## config.mk

```make
export PLATFORM = sky130hd
export DESIGN_NAME = multi_chan_fifo_flat
export DESIGN_NICKNAME = d
export VERILOG_FILES = /design/src/rtl/sp_fifo_pkg.sv /design/src/rtl/multi_chan_fifo_if.sv /design/src/rtl/fifo_chan_ctrl.sv /design/src/rtl/multi_chan_fifo.sv /design/src/flat_wrapper.sv
export SDC_FILE = /design/constraint.sdc
export NUM_CORES = 1
export LEC_CHECK = 0
export CAP_MARGIN = 20
export CORE_MARGIN = 2
export CORE_UTILIZATION = 40
export DETAILED_ROUTE_END_ITERATION = 8
export PLACE_DENSITY = 0.69
export SYNTH_ARGS = -nofsm -noshare
export SYNTH_HDL_FRONTEND = slang
export SYNTH_SLANG_ARGS = --single-unit
```

## constraint.sdc

```tcl
create_clock -name clk -period 3.15 [get_ports clk]
set_input_delay 0.315 -clock clk [delete_from_list [all_inputs] [get_ports clk]]
set_output_delay 0.315 -clock clk [all_outputs]
set_load 0.02 [all_outputs]
```

## src/rtl/sp_fifo_pkg.sv

```systemverilog
// sp_fifo_pkg: shared helpers for the multi-channel FIFO slice.
// Pointer wrap, width helpers and the parameter legality check macro.
`ifndef SP_FIFO_PKG_SV
`define SP_FIFO_PKG_SV

`define SP_FIFO_CHECK(cond, msg) \
   if (!(cond)) begin : g_param_err \
      $error(msg); \
   end

package sp_fifo_pkg;

   // Advance a pointer, wrapping at the last slot (depth need not be 2^n)
   function automatic int wrap_inc(input int ptr, input int depth);
      return (ptr >= depth - 1) ? 0 : ptr + 1;
   endfunction

   // Bits needed to hold an occupancy of 0..depth
   function automatic int cnt_width(input int depth);
      return (depth < 1) ? 1 : $clog2(depth + 1);
   endfunction

   // Index width, never narrower than one bit
   function automatic int idx_width(input int n);
      return (n <= 1) ? 1 : $clog2(n);
   endfunction

endpackage

`endif

```

## src/rtl/multi_chan_fifo_if.sv

```systemverilog
// multi_chan_fifo_if: shared write/read handshake of the channel FIFO.
// master drives requests, slave is the FIFO itself.
interface multi_chan_fifo_if #(
   parameter int CH_W  = 2,
   parameter int WIDTH = 32
) ();
   logic             w_valid;
   logic [CH_W-1:0]  w_ch;
   logic [WIDTH-1:0] w_data;
   logic             w_ready;
   logic             r_ready;
   logic [CH_W-1:0]  r_ch;
   logic             r_valid;
   logic [WIDTH-1:0] r_data;

   modport master (
      output w_valid, w_ch, w_data, r_ready, r_ch,
      input  w_ready, r_valid, r_data
   );

   modport slave (
      input  w_valid, w_ch, w_data, r_ready, r_ch,
      output w_ready, r_valid, r_data
   );
endinterface

```

## src/rtl/fifo_chan_ctrl.sv

```systemverilog
// fifo_chan_ctrl: pointers, occupancy and status flags of one channel.
// Full/empty come from the count; flush clears the channel in one cycle.
module fifo_chan_ctrl
   import sp_fifo_pkg::*;
#(
   parameter int DEPTH    = 4,
   parameter int AFULL_TH = 3,
   localparam int PTR_W   = idx_width(DEPTH),
   localparam int CNT_W   = cnt_width(DEPTH)
) (
   input  logic             clk,
   input  logic             rst,
   input  logic             push,
   input  logic             pop,
   input  logic             flush,
   output logic [PTR_W-1:0] wr_ptr,
   output logic [PTR_W-1:0] rd_ptr,
   output logic [CNT_W-1:0] count,
   output logic             empty,
   output logic             full,
   output logic             almost_full
);

   assign empty       = (count == '0);
   assign full        = (count == CNT_W'(DEPTH));
   assign almost_full = (32'(count) >= AFULL_TH);

   // Pointer and occupancy update; reset and flush both clear the channel
   always_ff @(posedge clk) begin
      if (rst || flush) begin
         wr_ptr <= '0;
         rd_ptr <= '0;
         count  <= '0;
      end else begin
         if (push)
            wr_ptr <= PTR_W'(wrap_inc(32'(wr_ptr), DEPTH));
         if (pop)
            rd_ptr <= PTR_W'(wrap_inc(32'(rd_ptr), DEPTH));
         if (push && !pop)
            count <= count + CNT_W'(1);
         else if (pop && !push)
            count <= count - CNT_W'(1);
      end
   end

endmodule

```

## src/rtl/multi_chan_fifo.sv

```systemverilog
// multi_chan_fifo: NUM_CH independent FWFT queues behind one write/read port.
// Optional MULTI_CHAN_FIFO_BYPASS_EN: zero-latency write-to-read on an empty channel.
module multi_chan_fifo
   import sp_fifo_pkg::*;
#(
   parameter int NUM_CH   = 4,
   parameter int DEPTH    = 4,
   parameter int WIDTH    = 32,
   parameter int AFULL_TH = DEPTH - 1,
   localparam int CH_W    = idx_width(NUM_CH),
   localparam int CNT_W   = cnt_width(DEPTH)
) (
   input  logic                    clk,
   input  logic                    rst,
   multi_chan_fifo_if.slave        bus,
   input  logic [NUM_CH-1:0]       flush,
   output logic [NUM_CH-1:0]       empty,
   output logic [NUM_CH-1:0]       full,
   output logic [NUM_CH-1:0]       almost_full,
   output logic [NUM_CH*CNT_W-1:0] count
);

   localparam int PTR_W = idx_width(DEPTH);
   localparam int AW    = idx_width(NUM_CH * DEPTH);

   `SP_FIFO_CHECK(NUM_CH >= 1 && DEPTH >= 1 && AFULL_TH >= 1 && AFULL_TH <= DEPTH,
                  "multi_chan_fifo: illegal NUM_CH/DEPTH/AFULL_TH")

   logic [WIDTH-1:0] mem [NUM_CH*DEPTH];
   logic [PTR_W-1:0] wr_ptr_a [NUM_CH];
   logic [PTR_W-1:0] rd_ptr_a [NUM_CH];

   logic            w_ok, r_ok;
   logic [CH_W-1:0] w_idx, r_idx;
   logic            w_rdy, head_ok, byp;
   logic            do_push, store, do_pop;
   logic [AW-1:0]   waddr, raddr;

   // Out-of-range indices are steered to channel 0 but never qualified
   assign w_ok  = 32'(bus.w_ch) < NUM_CH;
   assign r_ok  = 32'(bus.r_ch) < NUM_CH;
   assign w_idx = w_ok ? bus.w_ch : '0;
   assign r_idx = r_ok ? bus.r_ch : '0;

   assign w_rdy   = w_ok && !full[w_idx] && !flush[w_idx];
   assign head_ok = r_ok && !empty[r_idx] && !flush[r_idx];
   assign do_push = bus.w_valid && w_rdy;
   assign do_pop  = head_ok && bus.r_ready;

`ifdef MULTI_CHAN_FIFO_BYPASS_EN
   assign byp   = bus.w_valid && w_ok && r_ok && (bus.w_ch == bus.r_ch)
                  && empty[r_idx] && !flush[r_idx];
   assign store = do_push && !(byp && bus.r_ready);
`else
   assign byp   = 1'b0;
   assign store = do_push;
`endif

   assign bus.w_ready = w_rdy;
   assign bus.r_valid = head_ok || byp;

   assign waddr = AW'(32'(w_idx) * DEPTH + 32'(wr_ptr_a[w_idx]));
   assign raddr = AW'(32'(r_idx) * DEPTH + 32'(rd_ptr_a[r_idx]));

   // Head mux: stored entry first, bypassed write data second, else zero
   always_comb begin
      bus.r_data = '0;
      if (head_ok)
         bus.r_data = mem[raddr];
      else if (byp)
         bus.r_data = bus.w_data;
   end

   // Storage write; entries are never cleared, only pointers move
   always_ff @(posedge clk) begin
      if (store)
         mem[waddr] <= bus.w_data;
   end

   for (genvar c = 0; c < NUM_CH; c++) begin : g_ch
      logic [CNT_W-1:0] cnt;

      fifo_chan_ctrl #(
         .DEPTH    (DEPTH),
         .AFULL_TH (AFULL_TH)
      ) u_ctrl (
         .clk         (clk),
         .rst         (rst),
         .push        (store && (w_idx == CH_W'(c))),
         .pop         (do_pop && (r_idx == CH_W'(c))),
         .flush       (flush[c]),
         .wr_ptr      (wr_ptr_a[c]),
         .rd_ptr      (rd_ptr_a[c]),
         .count       (cnt),
         .empty       (empty[c]),
         .full        (full[c]),
         .almost_full (almost_full[c])
      );

      assign count[c*CNT_W +: CNT_W] = cnt;
   end

endmodule
```

## src/flat_wrapper.sv

```systemverilog
// flat-port wrapper written by rule: the top's interface ports become plain ports
module multi_chan_fifo_flat import sp_fifo_pkg::*;
#(
   parameter int NUM_CH   = 4,
   parameter int DEPTH    = 4,
   parameter int WIDTH    = 32,
   parameter int AFULL_TH = DEPTH - 1,
   localparam int CH_W    = idx_width(NUM_CH),
   localparam int CNT_W   = cnt_width(DEPTH)
)
  (clk, rst, flush, empty, full, almost_full, count, bus_w_valid, bus_w_ch, bus_w_data, bus_r_ready, bus_r_ch, bus_w_ready, bus_r_valid, bus_r_data);
  multi_chan_fifo_if #(.WIDTH(WIDTH)) bus_i ();
  input  logic clk;
  input  logic rst;
  input  logic [NUM_CH-1:0] flush;
  output logic [NUM_CH-1:0] empty;
  output logic [NUM_CH-1:0] full;
  output logic [NUM_CH-1:0] almost_full;
  output logic [NUM_CH*CNT_W-1:0] count;
  input wire logic [$bits(bus_i.w_valid)-1:0] bus_w_valid;
  input wire logic [$bits(bus_i.w_ch)-1:0] bus_w_ch;
  input wire logic [$bits(bus_i.w_data)-1:0] bus_w_data;
  input wire logic [$bits(bus_i.r_ready)-1:0] bus_r_ready;
  input wire logic [$bits(bus_i.r_ch)-1:0] bus_r_ch;
  output wire logic [$bits(bus_i.w_ready)-1:0] bus_w_ready;
  output wire logic [$bits(bus_i.r_valid)-1:0] bus_r_valid;
  output wire logic [$bits(bus_i.r_data)-1:0] bus_r_data;
  assign bus_i.w_valid = bus_w_valid;
  assign bus_i.w_ch = bus_w_ch;
  assign bus_i.w_data = bus_w_data;
  assign bus_i.r_ready = bus_r_ready;
  assign bus_i.r_ch = bus_r_ch;
  assign bus_w_ready = bus_i.w_ready;
  assign bus_r_valid = bus_i.r_valid;
  assign bus_r_data = bus_i.r_data;
  multi_chan_fifo #(.NUM_CH(NUM_CH), .DEPTH(DEPTH), .WIDTH(WIDTH), .AFULL_TH(AFULL_TH)) u_core (.clk(clk), .rst(rst), .bus(bus_i), .flush(flush), .empty(empty), .full(full), .almost_full(almost_full), .count(count));
endmodule
```

* Word-level counts from Yosys, hierarchy flattened
Memory sizes are Yosys's and may differ from the RTL's.
Index checks and enable logic that the tools add are counted.
** Storage, ports and cells
- Bits in registers :: 28
- Bits in writable memories :: 512
- Input bits :: 44
- Output and inout bits :: 58
- Word-level logic and storage cells :: 138
- Memories :: 1
** Memories
- u_core.mem :: words 16, bits a word 32, read ports 1, clocked after Yosys merged registers in 0, wr ports 1, line multi_chan_fifo.sv:29 : logic [WIDTH-1:0] mem [NUM_CH*DEPTH];
** Operators by class
- Add/subtract/negate cells :: 18
- $lt $le $gt $ge :: 16
- Equality and inequality tests :: 10
- Multiplexer cells :: 33
- Bitwise gates (word level) :: 2
- Reductions and logical operators :: 46
** Operator list (number)
- $mux 32 :: 1
- $mux 2 :: 12
- $mux 3 :: 8
- $logic_and 1x1->1 :: 20
- $add 2x1->2 const B :: 8
- $ge 2x2->1 const B :: 8
- $add 3x1->3 const B :: 4
- $eq 3x3->1 const B :: 4
- $ge 3x2->1 const B :: 4
- $logic_not 1->1 :: 12
- $logic_not 3->1 :: 4
- $sub 3x1->3 const B :: 4
- $add 4x2->4 :: 2
- $bmux 1 s2 :: 4
- $bmux 2 s2 :: 2
- $eq 2x2->1 const B :: 4
- $reduce_bool 2->1 :: 4
- $ge 3x3->1 const B :: 2
- $lt 2x3->1 const B :: 2
- $mux 1 :: 6
- $not 2->3 :: 2
- $eq 2x1->1 const B :: 2
- $logic_not 2->1 :: 2
- $logic_or 1x1->1 :: 4

* Logic depth before layout (Yosys ltp)
Gate-level depths: netlist (run 1).
- Depth after elaboration :: 11
- Depth in mapped cells :: 11

* Cells and area by module
A second synthesis (run 1) with hierarchy kept.
** Second synthesis, totals
- Cells, all modules :: 1516
- Area, all modules :: 23503.8 µm²
** Modules (own cells, without submodules)
- multi_chan_fifo :: times used 1, cells each 1368, area an instance 22102.4 µm²
- fifo_chan_ctrl :: times used 4, cells each 37, area an instance 350.3 µm²

* Least setup slack after synthesis (run 1)
No wires, ideal clock.
- Path kind :: in2reg
- From :: input bus_w_ch[0]
- To :: memory u_core.mem[0][0] (enable)
- Setup time :: 0.421 ns
- Data arrival time :: 2.726 ns
- Data required time :: 2.729 ns
- Path slack :: 0.003 ns
- Stages :: 4
- Path through :: buf_2 > mux4_2 > or2_2 > nor2_1
** Between the ends
- Cells in the longest elaborated chain, start to end :: 7
- Elaborated cells on any way between the ends :: 15
- Classes of those cells :: add/sub (1); mux (9); bitwise (1); reduce/logical (4)
** Ends and longest elaborated chain
- from (decl) :: line flat_wrapper.sv:21 : input wire logic [$bits(bus_i.w_ch)-1:0] bus_w_ch;
- branches (longest 7 deep; another with $add 4x2->4)
- to (decl) :: line multi_chan_fifo.sv:29
Several ways; the timed one is not identified. The select of a mux whose other input is x is not followed.

* Final worst setup path (run 1)
- From :: register u_core.g_ch[1].u_ctrl.rd_ptr[1]
- To :: output bus_r_data[3]
** Between the ends
- Cells in the longest elaborated chain, start to end :: 6
** Ends and longest elaborated chain
- from (decl) :: line fifo_chan_ctrl.sv:17 : output logic [PTR_W-1:0] rd_ptr,
- from (signal assigned) :: line fifo_chan_ctrl.sv:38 : rd_ptr <= PTR_W'(wrap_inc(32'(rd_ptr), DEPTH));
- $bmux 2 s2 :: line multi_chan_fifo.sv:63 : assign raddr = AW'(32'(r_idx) * DEPTH + 32'(rd_ptr_a[r_idx]));
- $mux 2 (not written as such) (2 in a row) :: line multi_chan_fifo.sv:63
- $add 4x2->4 :: line multi_chan_fifo.sv:63
- $mem_v2 16x32
- $mux 32 :: line multi_chan_fifo.sv:68 : if (head_ok)
- to (decl) :: line flat_wrapper.sv:27 : output wire logic [$bits(bus_i.r_data)-1:0] bus_r_data;
Every way passes these cells. The select of a mux whose other input is x is not followed.

==> metrics.md, run 1 <==
| Metric | Value |
|---|---|
| Outcome | complete, no violations |
| Synth-to-Final Area Change | 20.2% |
| CTS clk-pin slew, worst paths | 60 ps |
| Max Transition Viols Final | 0 |
| Combinational share of power | 3.4% |
| Number of global-route vias before repair | 13.3k |
| Hold_sp | u_core.g_ch[1].u_ctrl.wr_ptr[1] |
| CTS Buf Count | 54 |
| Placed cell areas | around 0.025 mm^2 |
| Switching power | ~3.0 mW |
| Worst Hold Depth | 2 |
| GRT Total Usage | 18.7% |
| Final GP Congestion | 0.762 |
| Via count | about 13k |
| R2R cell count | 9 |
| Yosys cell types | between 40 and 50 |
| Internal power | 11.7 mW |
| Post-Syn Nets | 1396 |
| Slew HR | around a quarter |
| Post-Route WL | 53500 um |
| CP Class | reg -> out |
| Initial antenna violation count | 0 |
| Worst setup margin | about 94 ps |
| DRC viols | 0 |
| Place WS | -74.0 ps |
| Final Skew | 30.8 ps |
| VDD IR-drop max | slightly above 0.0004 V |
| Synth Instances | between 1k and 1.5k |
| Most common cell after layout, fill and taps aside | edfxtp_1 |
| Count of final setup violators | 0 |
| Post-synth EDFFs | 512 |
| DR iter-0 viols | 1183 |
| CTS root buf | clkbuf_16 |
| Hold Slack | ~500 ps |
| CTS Hold Bufs | 0 |
| Sw frac | 20.6% |
| Fraction of layout instances using a drive strength above 1 | a little under a quarter |
| Maximum clock rate | ~0.33 GHz |
| CP Data Required Time | approximately 2800 ps |
| Final instance area | between 0.02 and 0.03 mm^2 |
| Clk_lat worst skew | ~620 ps |
| Htree depth | 2 |
| Placed Instances | ~2.2k |
| Num rows | 86 |
| Most frequent cells in the layout | edfxtp_1, mux2_2, nand2_1, mux2i_1, clkdlybuf4s50_1 |
| Total power | 14.8 mW |
| Worst min path class | reg -> reg |
| Synthesis-stage register bit count | 540 |
| Max-cap check violation count | 0 |
| Synth Flop Type | edfxtp_1 |
| Worst Tran Pin Value | between 1000 and 1500 ps |
| Drt first pass iters | 5 |
| Die height | around 240 um |
| Finished Layout Cells | roughly 2.3k |
| Reg2reg end | u_core.g_ch[0].u_ctrl.count[2] |
| Post-layout nets | about 1.5k |
| Critical Path Source Type | register |
| Ports | 102 |
| R2r setup slk | 420 ps |
| Clk sink count | 540 |
| Dpl hpwl | roughly 31000 um |
| Crit path DAT | between 2000 and 3000 ps |
| Total gr overflow | 0 |
| Drt via density | 5.69 |
| I/O Buffers | 101 |
| P_leak | 8.68 nW |
| Hold Vio Cnt, Final | 0 |
| Worst Hold Endpoint | u_core.g_ch[1].u_ctrl.wr_ptr[1] |
| Power share of the clock group | a little over two fifths |
| Routed WL per cell | 23.6 um |
| Fin crit share | a little over nine tenths |
| FF-to-FF Start | u_core.g_ch[0].u_ctrl.count[0] |
| Synthesis Warnings | 0 |
| PwrDens | around 550 mW/mm^2 |
| Initial cell density of the core | 40.4% |
| Die W | 240 um |
| Fillers | 4560 |
| Flop pwr share | around 54% |
| Fin crit period | approximately 3100 ps |
| Critical path capture point type | output port |
| Syn Area/Cell | 16.6 um^2 |
| First-pass GRT wire length | between 80000 and 90000 um |
| Core footprint | around 0.055 mm^2 |
| Synthesized area | around 0.022 mm^2 |
| Post-synth ARST share | 0% |
| CP max FO | 14 |
| CTS tree | done |
| DRT antenna net count | 0 |
| Die ar. | between 0.05 and 0.06 mm^2 |
| Post-synthesis sequential area ratio | 71.8% |
| Clk buf depth | 3 |
| Largest net degree at the start of global routing | 67 |
[final cells by class]
cell class / count / area (um^2) / area share (%)
Sequential cell: 540 / 15900 / 59.7
Multi-Input combinational cell: 676 / 5910 / 22.1
Timing Repair Buffer: 193 / 2120 / 7.93
Clock buffer: 65 / 1390 / 5.22
Tap cell: 748 / 936 / 3.51
Clock inverter: 35 / 358 / 1.34
Inverter: 8 / 30.0 / 0.113
Antenna cell: 1 / 2.50 / 0.00938
[logic make-up after synthesis]
kind of cell / synth area share, %
DFF: 71.8
and+or+nand+nor: 7.98
AOI/OAI and AO/OA: 7.16
muxes: 8.95
buffers and inverters: 2.78
adders and majority gates: 1.04
xor gates and xnor gates: 0.316
[flip-flops by register name, indices dropped and copies added, names as in the netlist]
| signal | flops |
|---|---|
| u_core.g_ch.u_ctrl.rd_ptr | 8 |
| u_core.g_ch.u_ctrl.count | 12 |
| u_core.mem | 512 |
| u_core.g_ch.u_ctrl.wr_ptr | 8 |
[how the worst max path moves through the flow]
stage | from | to | slack, ps | cells past startpoint
after floorplan | bus_w_ch[0] | u_core.mem[0][0] | 3 | 4
after global placement | flush[0] | bus_r_data[16] | -70 | 7
after detailed placement | bus_r_ch[1] | bus_r_data[27] | -70 | 8
after CTS | u_core.g_ch[1].u_ctrl.rd_ptr[1] | bus_r_data[1] | 3 | 7
after global routing | u_core.g_ch[2].u_ctrl.rd_ptr[0] | bus_r_data[28] | -5 | 7
final | u_core.g_ch[1].u_ctrl.rd_ptr[1] | bus_r_data[3] | 90 | 7
[critical path: stages, from the launching register on]
cell,delay (ps)
dfxtp_2,390
mux2_4,330
buf_12,160
buf_4,190
mux2i_1,130
a32o_1,210
nor4b_2,350
clkdlybuf4s15_1,360
[Yosys cell counts (all sizes together), types with 7 or more instances]
cell / count / area share, %
edfxtp: 512 / 69
o221ai: 62 / 2.4
nor2: 36 / 0.61
mux2: 100 / 5.1
mux2i: 79 / 3.7
o21ai: 36 / 0.81
o22ai: 63 / 1.8
dfxtp: 28 / 2.5
or3: 15 / 0.42
nand2: 75 / 1.3
a21oi: 12 / 0.27
or2: 7 / 0.20
a32o: 31 / 1.4
clkbuf: 67 / 1.1
inv: 8 / 0.14
buf: 46 / 1.5
nor4b: 93 / 4.5
ha: 12 / 0.68
xor2: 8 / 0.32
[timing repair]
action / in CTS / in global routing
endpoints found under the hold margin: 0 / 0
setup buffers: 5 / 1
gates resized for setup: 60 / 26
pin swaps: 1 / 1
setup endpoints to repair: 32 / 15
gates cloned: 2 / 0
[power groups by stage]
stage	sequential (mW)	combinational (mW)	clock, mW
after CTS	7.90	0.508	6.47
final	7.90	0.504	6.36
after floorplan	8.06	0.212	0
after detailed placement	8.06	0.503	0
after global placement	8.05	0.485	0
after global routing	7.90	0.542	6.75
[layer usage]
layer  GRT usage [%]  vias up  part of all wire (%)  wire, um
li1                -     5681                     -         -
met1            24.9     6643                    42     22400
met2            30.6      462                    48     25900
met3            3.60      105                   6.8      3640
met4            6.44        0                   3.0      1620
met5               0        -                     0         0
[metrics by stage]
stage / utilization, % / setup TNS, ps
global placement: 45.1 / -196
floorplan: - / 0
global route: 48.5 / -8.40
finish: 48.5 / 0
CTS: 48.6 / 0
detailed placement: 45.1 / -207
No activity file was read; power rests on OpenSTA's default activity.
==> inputs of run 2 (changes only) <==
--- a/config.mk
+++ b/config.mk
@@ -9,7 +9,8 @@
 export CORE_MARGIN = 2
 export CORE_UTILIZATION = 40
 export DETAILED_ROUTE_END_ITERATION = 8
-export PLACE_DENSITY = 0.69
+export DONT_BUFFER_PORTS = 1
+export PLACE_DENSITY = 0.66
 export SYNTH_ARGS = -nofsm -noshare
 export SYNTH_HDL_FRONTEND = slang
 export SYNTH_SLANG_ARGS = --single-unit
==> constraint.sdc (replaced) <==
create_clock -name clk -period 2.6 [get_ports clk]
set_input_delay 0.26 -clock clk [delete_from_list [all_inputs] [get_ports clk]]
set_output_delay 0.26 -clock clk [all_outputs]
set_load 0.02 [all_outputs]
==> metrics.md, run 2 (same netlist as run 1, synthesis figures left out) <==
| Metric | Value |
|---|---|
| CTS clk-pin slew, worst paths | 70 ps (was 60 ps) |
| Flop pwr share | 54.2% (was 53.5%) |
| Critical path capture point type | output port (unchanged) |
| Worst min path class | in -> reg (was reg -> reg) |
| Worst Hold Depth | 3 (was 2) |
| GRT Total Usage | 18.9% (was 18.7%) |
| Die ar. | 0.0574 mm^2 (unchanged) |
| Number of global-route vias before repair | 12.7k (was 13.3k) |
| Switching power | 3.49 mW (was 3.04 mW) |
| RSZ-0062 raised after global routing | true |
| Initial cell density of the core | 40.4% (unchanged) |
| I/O Buffers | 0 (was 101) |
| Power share of the clock group | 42.7% (was 43.1%) |
| CTS tree | done (unchanged) |
| Internal power | 14.2 mW (was 11.7 mW) |
| Sw frac | 19.8% (was 20.6%) |
| Most frequent cells in the layout | edfxtp_1, buf_4, mux2_2 (was edfxtp_1, mux2_2, nand2_1, mux2i_1, clkdlybuf4s50_1) |
| Critical Path Source Type | register (unchanged) |
| Outcome | finished, violations left (was complete, no violations) |
| Most common cell after layout, fill and taps aside | edfxtp_1 (unchanged) |
| Htree depth | 2 (unchanged) |
| CP Class | reg -> out (unchanged) |
| P_leak | 8.58 nW (was 8.68 nW) |
| FF-to-FF Start | u_core.g_ch[2].u_ctrl.count[2] (was u_core.g_ch[0].u_ctrl.count[0]) |
| Largest net degree at the start of global routing | 78 (was 67) |
| R2r setup slk | 110 ps (was 420 ps) |
| Max-cap check violation count | 0 (unchanged) |
| Worst Tran Pin Value | 682 ps (was 1130 ps) |
| Final instance area | 0.0264 mm^2 (was 0.0267 mm^2) |
| Crit path DAT | 2720 ps (was 2740 ps) |
| Synth-to-Final Area Change | 18.8% (was 20.2%) |
| Worst Hold Endpoint | u_core.g_ch[2].u_ctrl.rd_ptr[0] (was u_core.g_ch[1].u_ctrl.wr_ptr[1]) |
| Clk buf depth | 3 (unchanged) |
| Die W | 240 um (unchanged) |
| Post-layout nets | 1508 (was 1533) |
| Count of final setup violators | 32 (was 0) |
| DRC viols | 0 (unchanged) |
| CTS root buf | clkbuf_16 (unchanged) |
| Fin crit period | between 2000 and 3000 ps |
| Dpl hpwl | 31300 um (was 31400 um) |
| Worst setup margin | -378 ps (was 94.1 ps) |
| DR iter-0 viols | 970 (was 1183) |
| Routed WL per cell | 24.3 um (was 23.6 um) |
| Largest Register | u_core.mem (unchanged) |
| Initial antenna violation count | 4 (was 0) |
| Die height | 240 um (unchanged) |
| Fillers | 4577 (was 4560) |
| Fin crit share | 115% |
| PwrDens | 670 mW/mm^2 (was 553 mW/mm^2) |
| Failing checks | negative setup slack |
| Core footprint | 0.0550 mm^2 (unchanged) |
| Ports | 102 (unchanged) |
| DRT antenna net count | 0 (unchanged) |
| Via count | 12.7k (was 12.9k) |
| Hold Slack | 73.4 ps (was 491 ps) |
| Total gr overflow | 0 (unchanged) |
| R2R cell count | 10 (was 9) |
| Fraction of layout instances using a drive strength above 1 | 26.3% (was 23.8%) |
| Drt via density | 5.66 (was 5.69) |
| Fin util | 48.0% (was 48.5%) |
| Post-Route WL | 54300 um (was 53500 um) |
| Slew HR | 54.4% (was 24.5%) |
| Combinational share of power | 3.1% (was 3.4%) |
| Clk_lat worst skew | 600 ps (was 620 ps) |
| Maximum clock rate | approximately 0.34 GHz |
| Clk sink count | 540 (unchanged) |
| VDD IR-drop max | 0.000475 V (was 0.000415 V) |
| CP max FO | 8 (was 14) |
| Final GP Congestion | 0.769 (was 0.762) |
| CP Data Required Time | 2340 ps (was 2830 ps) |
| CTS Buf Count | 53 (was 54) |
| First-pass GRT wire length | 80100 um (was 81200 um) |
| Num rows | 86 (unchanged) |
| Hold Vio Cnt, Final | 0 (unchanged) |
| Drt first pass iters | 5 (unchanged) |
| Final Skew | 18.5 ps (was 30.8 ps) |
| Max Transition Viols Final | 0 (unchanged) |
| Max FFs per register | 512 (unchanged) |
| Hold_sp | flush[2] (was u_core.g_ch[1].u_ctrl.wr_ptr[1]) |
| Biggest regs | u_core.mem: 512 flops, u_core.g_ch.u_ctrl.count: 12 flops (unchanged) |
| Place WS | 143 ps (was -74.0 ps) |
| Reg2reg end | u_core.g_ch[2].u_ctrl.count[2] (was u_core.g_ch[0].u_ctrl.count[2]) |
| Placed cell areas | 0.0239 mm^2 (was 0.0248 mm^2) |
## run 2: cell types whose count changed in the layout (fill, tap and decap cells not counted), moves of 5 or more
cell	before	now
buf_12	37	23
buf_4	55	102
clkbuf_2	8	0
clkdlybuf4s50_1	67	0
dlygate4sd2_1	17	0
dlygate4sd3_1	0	37
nor4b_2	29	24
nor4b_4	2	7
o22ai_1	63	55
o22ai_2	0	6
## run 2: power by group through the flow
stage	clock network [mW]	logic [mW]	registers, mW
after CTS	7.65	0.536	9.57
after global placement	0	0.359	9.75
after global routing	8.00	0.581	9.57
after floorplan	0	0.257	9.76
final	7.54	0.545	9.57
after detailed placement	0	0.364	9.76
## run 2: worst max-delay path by stage
stage	start	to	cells past startpoint	slack, ps
after floorplan	u_core.g_ch[0].u_ctrl.count[0]	u_core.mem[1][0]	4	-510
after detailed placement	u_core.g_ch[2].u_ctrl.count[2]	u_core.g_ch[2].u_ctrl.count[2]	10	140
after CTS	u_core.g_ch[2].u_ctrl.count[0]	bus_r_data[0]	9	-380
after global routing	u_core.g_ch[2].u_ctrl.count[0]	bus_r_data[15]	10	-450
after global placement	u_core.g_ch[2].u_ctrl.count[2]	u_core.g_ch[2].u_ctrl.count[2]	10	150
final	u_core.g_ch[2].u_ctrl.count[1]	bus_r_data[15]	10	-380
## run 2: per-stage QoR
| step | TNS (ps) | power, mW | std cells |
|---|---|---|---|
| after floorplan | -159540 | 10.0 | 1336 |
| after global placement | 0 | 10.1 | 2097 |
| after detailed placement | 0 | 10.1 | 2097 |
| after CTS | -10050 | 17.8 | 2237 |
| after global routing | -11610 | 18.1 | 2237 |
| final | -8230 | 17.7 | 2237 |
## run 2: metal layers
layer / vias to the layer above / part of all wire, % / track usage (%)
met1: 6519 / 43 / 25.0
met2: 399 / 48 / 30.8
li1: 5622 / - / -
met3: 107 / 6.0 / 4.09
met5: - / 0.075 / 0
met4: 6 / 3.2 / 6.57
## run 2: cell type report
| class | count | area [um^2] | area share (%) |
|---|---|---|---|
| flip-flops and latches | 540 | 15900 | 60.5 |
| multi-input cells | 675 | 6010 | 22.8 |
| repair buffers | 170 | 1750 | 6.63 |
| clock buffers | 69 | 1420 | 5.38 |
| well taps | 748 | 936 | 3.55 |
| clock inverters | 26 | 277 | 1.05 |
| inverters | 8 | 30.0 | 0.114 |
| diodes | 1 | 2.50 | 0.00949 |
## run 2: worst max-delay path, cell delays in order (launching register included)
cell and delay, ps:
dfxtp_2 350, buf_8 140, nor3_4 50, buf_6 130, o32ai_4 310, buf_12 190, buf_16 160, buf_12 120
o22ai_4 70, nor4b_4 370, buf_4 210
## run 2: repair_timing
item | CTS | global route
hold buffers | 37 | 0
hold endpoints to repair | 540 | 0
setup buffers | 4 | 1
cloned | 4 | 0
gates resized for setup | 24 | 19
pin swaps | 5 | 13
endpoints found under the setup margin | 32 | 34
==> inputs of run 3 (changes only) <==
--- a/config.mk
+++ b/config.mk
@@ -5,12 +5,14 @@
 export SDC_FILE = /design/constraint.sdc
 export NUM_CORES = 1
 export LEC_CHECK = 0
+export ABC_AREA = 0
 export CAP_MARGIN = 20
 export CORE_MARGIN = 2
-export CORE_UTILIZATION = 40
+export CORE_UTILIZATION = 50
 export DETAILED_ROUTE_END_ITERATION = 8
 export DONT_BUFFER_PORTS = 1
-export PLACE_DENSITY = 0.66
+export PLACE_DENSITY = 0.78
+export SLEW_MARGIN = 20
 export SYNTH_ARGS = -nofsm -noshare
 export SYNTH_HDL_FRONTEND = slang
 export SYNTH_SLANG_ARGS = --single-unit
==> metrics.md, run 3 (same netlist as run 1, synthesis figures left out) <==
| Metric | Value |
|---|---|
| Critical path capture point type | output port (unchanged) |
| Die ar. | 0.0461 mm^2 (was 0.0574 mm^2) |
| Largest Register | u_core.mem (unchanged) |
| Drt first pass iters | 5 (unchanged) |
| Most frequent cells in the layout | edfxtp_1, mux2_2, buf_4 (was edfxtp_1, buf_4, mux2_2) |
| Max-cap check violation count | 0 (unchanged) |
| Fraction of layout instances using a drive strength above 1 | 33.3% (was 26.3%) |
| Critical Path Source Type | register (unchanged) |
| Reg area | 0.0160 mm^2 (was 0.0159 mm^2) |
| Worst setup margin | -280 ps (was -378 ps) |
| Reg2reg end | u_core.g_ch[2].u_ctrl.count[2] (unchanged) |
| Most common cell after layout, fill and taps aside | edfxtp_1 (unchanged) |
| Hold_sp | flush[3] (was flush[2]) |
| Failing checks | negative setup slack (unchanged) |
| Footprint of the multi-input gates | 0.00667 mm^2 (was 0.00601 mm^2) |
| Worst Hold Endpoint | u_core.g_ch[3].u_ctrl.rd_ptr[1] (was u_core.g_ch[2].u_ctrl.rd_ptr[0]) |
| Final Skew | 13.5 ps (was 18.5 ps) |
| First-pass GRT wire length | 85000 um (was 80100 um) |
| Outcome | finished, violations left (unchanged) |
| P_leak | 9.22 nW (was 8.58 nW) |
| Fillers | 2915 (was 4577) |
| Num rows | 77 (was 86) |
| Ports | 102 (unchanged) |
| Total power | 17.5 mW (was 17.7 mW) |
| Synth-to-Final Area Change | 24.5% (was 18.8%) |
| Biggest regs | u_core.mem: 512 flops, u_core.g_ch.u_ctrl.count: 12 flops (unchanged) |
| Clk sink count | 540 (unchanged) |
| Clk_lat worst skew | 600 ps (about the same) |
| Initial cell density of the core | 50.4% (was 40.4%) |
| PwrDens | 634 mW/mm^2 (was 670 mW/mm^2) |
| Place WS | 52.8 ps (was 143 ps) |
| Dpl hpwl | 28400 um (was 31300 um) |
| Slew HR | 58.7% (was 54.4%) |
| Number of global-route vias before repair | 13.5k (was 12.7k) |
| Initial antenna violation count | 2 (was 4) |
| Worst Hold Depth | 3 (unchanged) |
| Post-Route WL | 60900 um (was 54300 um) |
| I/O Buffers | 0 (unchanged) |
| Core footprint | 0.0440 mm^2 (was 0.0550 mm^2) |
| CTS Buf Count | 53 (unchanged) |
| CTS tree | done (unchanged) |
| Die W | 215 um (was 240 um) |
| Worst min path class | in -> reg (unchanged) |
| Htree depth | 2 (unchanged) |
| Fin crit period | 2880 ps (was 2980 ps) |
| Die height | 215 um (was 240 um) |
| CP Class | reg -> out (unchanged) |
| Count of final setup violators | 32 (unchanged) |
| FF-to-FF Start | u_core.g_ch[2].u_ctrl.count[2] (unchanged) |
| Final GP Congestion | 0.762 (was 0.769) |
| Total gr overflow | 0 (unchanged) |
| R2R cell count | 10 (unchanged) |
| Crit path DAT | 2620 ps (was 2720 ps) |
| Crit path from | u_core.g_ch[3].u_ctrl.rd_ptr[1] (was u_core.g_ch[2].u_ctrl.count[1]) |
| VDD IR-drop max | 0.000519 V (was 0.000475 V) |
| Hold Vio Cnt, Final | 0 (unchanged) |
| Post-layout nets | 1540 (was 1508) |
| GRT Total Usage | 24.6% (was 18.9%) |
| DR iter-0 viols | 1549 (was 970) |
| Routed WL per cell | 28.8 um (was 24.3 um) |
| Fin util | 62.8% (was 48.0%) |
| DRC viols | 0 (unchanged) |
| Maximum clock rate | 0.347 GHz (was 0.336 GHz) |
| CP Data Required Time | 2340 ps (about the same) |
| Largest net degree at the start of global routing | 78 (unchanged) |
| Max Transition Viols Final | 0 (unchanged) |
| Clk buf depth | 3 (unchanged) |
| DRT antenna net count | 0 (unchanged) |
| CTS clk-pin slew, worst paths | 60 ps (was 70 ps) |
| CP max FO | 13 (was 8) |
| CTS root buf | clkbuf_16 (unchanged) |
| Worst Tran Pin Value | 619 ps (was 682 ps) |
| Via count | 13.6k (was 12.7k) |
| Drt via density | 6.43 (was 5.66) |
| Max FFs per register | 512 (unchanged) |
| Fin crit share | 111% (was 115%) |
| RSZ-0062 raised after global routing | true (unchanged) |
| R2r setup slk | 100 ps (was 110 ps) |
-- run 3: how the worst max path moves through the flow --
stage,end,cells after the start
2_1_floorplan,u_core.mem[1][0],4
3_3_place_gp,u_core.g_ch[3].u_ctrl.count[2],9
3_5_place_dp,u_core.g_ch[3].u_ctrl.count[2],9
4_1_cts,bus_r_data[29],9
5_1_grt,bus_r_data[3],7
6_report,bus_r_data[4],7
-- run 3: routing by layer --
layer	global-route usage [%]	wire, um	vias up
li1	-	-	5711
met1	31.5	22700	6871
met2	40.9	30200	837
met3	5.41	5620	164
met4	10.0	2500	0
met5	0	0	-
-- run 3: final cells by class --
class,instances,area share (%)
sequential,540,57.8
multi-input combinational,675,24.1
timing repair buffer,202,9.36
clock buffer,59,5.03
tap,592,2.68
clock inverter,36,0.914
inverter,8,0.109
antenna,1,0.00905
-- run 3: through the flow --
step | hold slack (ps) | cells | TNS [ps] | instance area, um^2
floorplan | 359 | 1336 | -159540 | 22200
detailed placement | 360 | 1923 | 0 | 23600
global placement | 360 | 1923 | 0 | 23600
global route | 81.2 | 2112 | -7660 | 27600
finish | 33.0 | 2113 | -5770 | 27600
CTS | 23.7 | 2093 | -4600 | 27000
-- run 3: power by group --
group | switching [mW] | leakage, nW | total [mW] | internal (mW)
sequential | 0.0149 | 4.85 | 9.57 | 9.55
clock | 3.22 | 0.821 | 7.35 | 4.13
combinational | 0.386 | 3.55 | 0.618 | 0.233
total | 3.62 | 9.22 | 17.5 | 13.9
-- run 3: worst max-delay path, cell delays in order, from the launching register on --
cell and delay [ps]:
dfxtp_4 370, mux2_4 370, buf_12 170, buf_16 150
mux2i_1 150, a32o_2 270, nor4b_4 310, buf_4 200
-- run 3: repair_timing --
action                                 CTS  global route
endpoints found under the hold margin  540             0
setup endpoints to repair               33            36
pin swaps                               19            33
cloned                                  16            11
buffers inserted                        22            17
hold buffers                            37             0
gates resized for setup                119            92
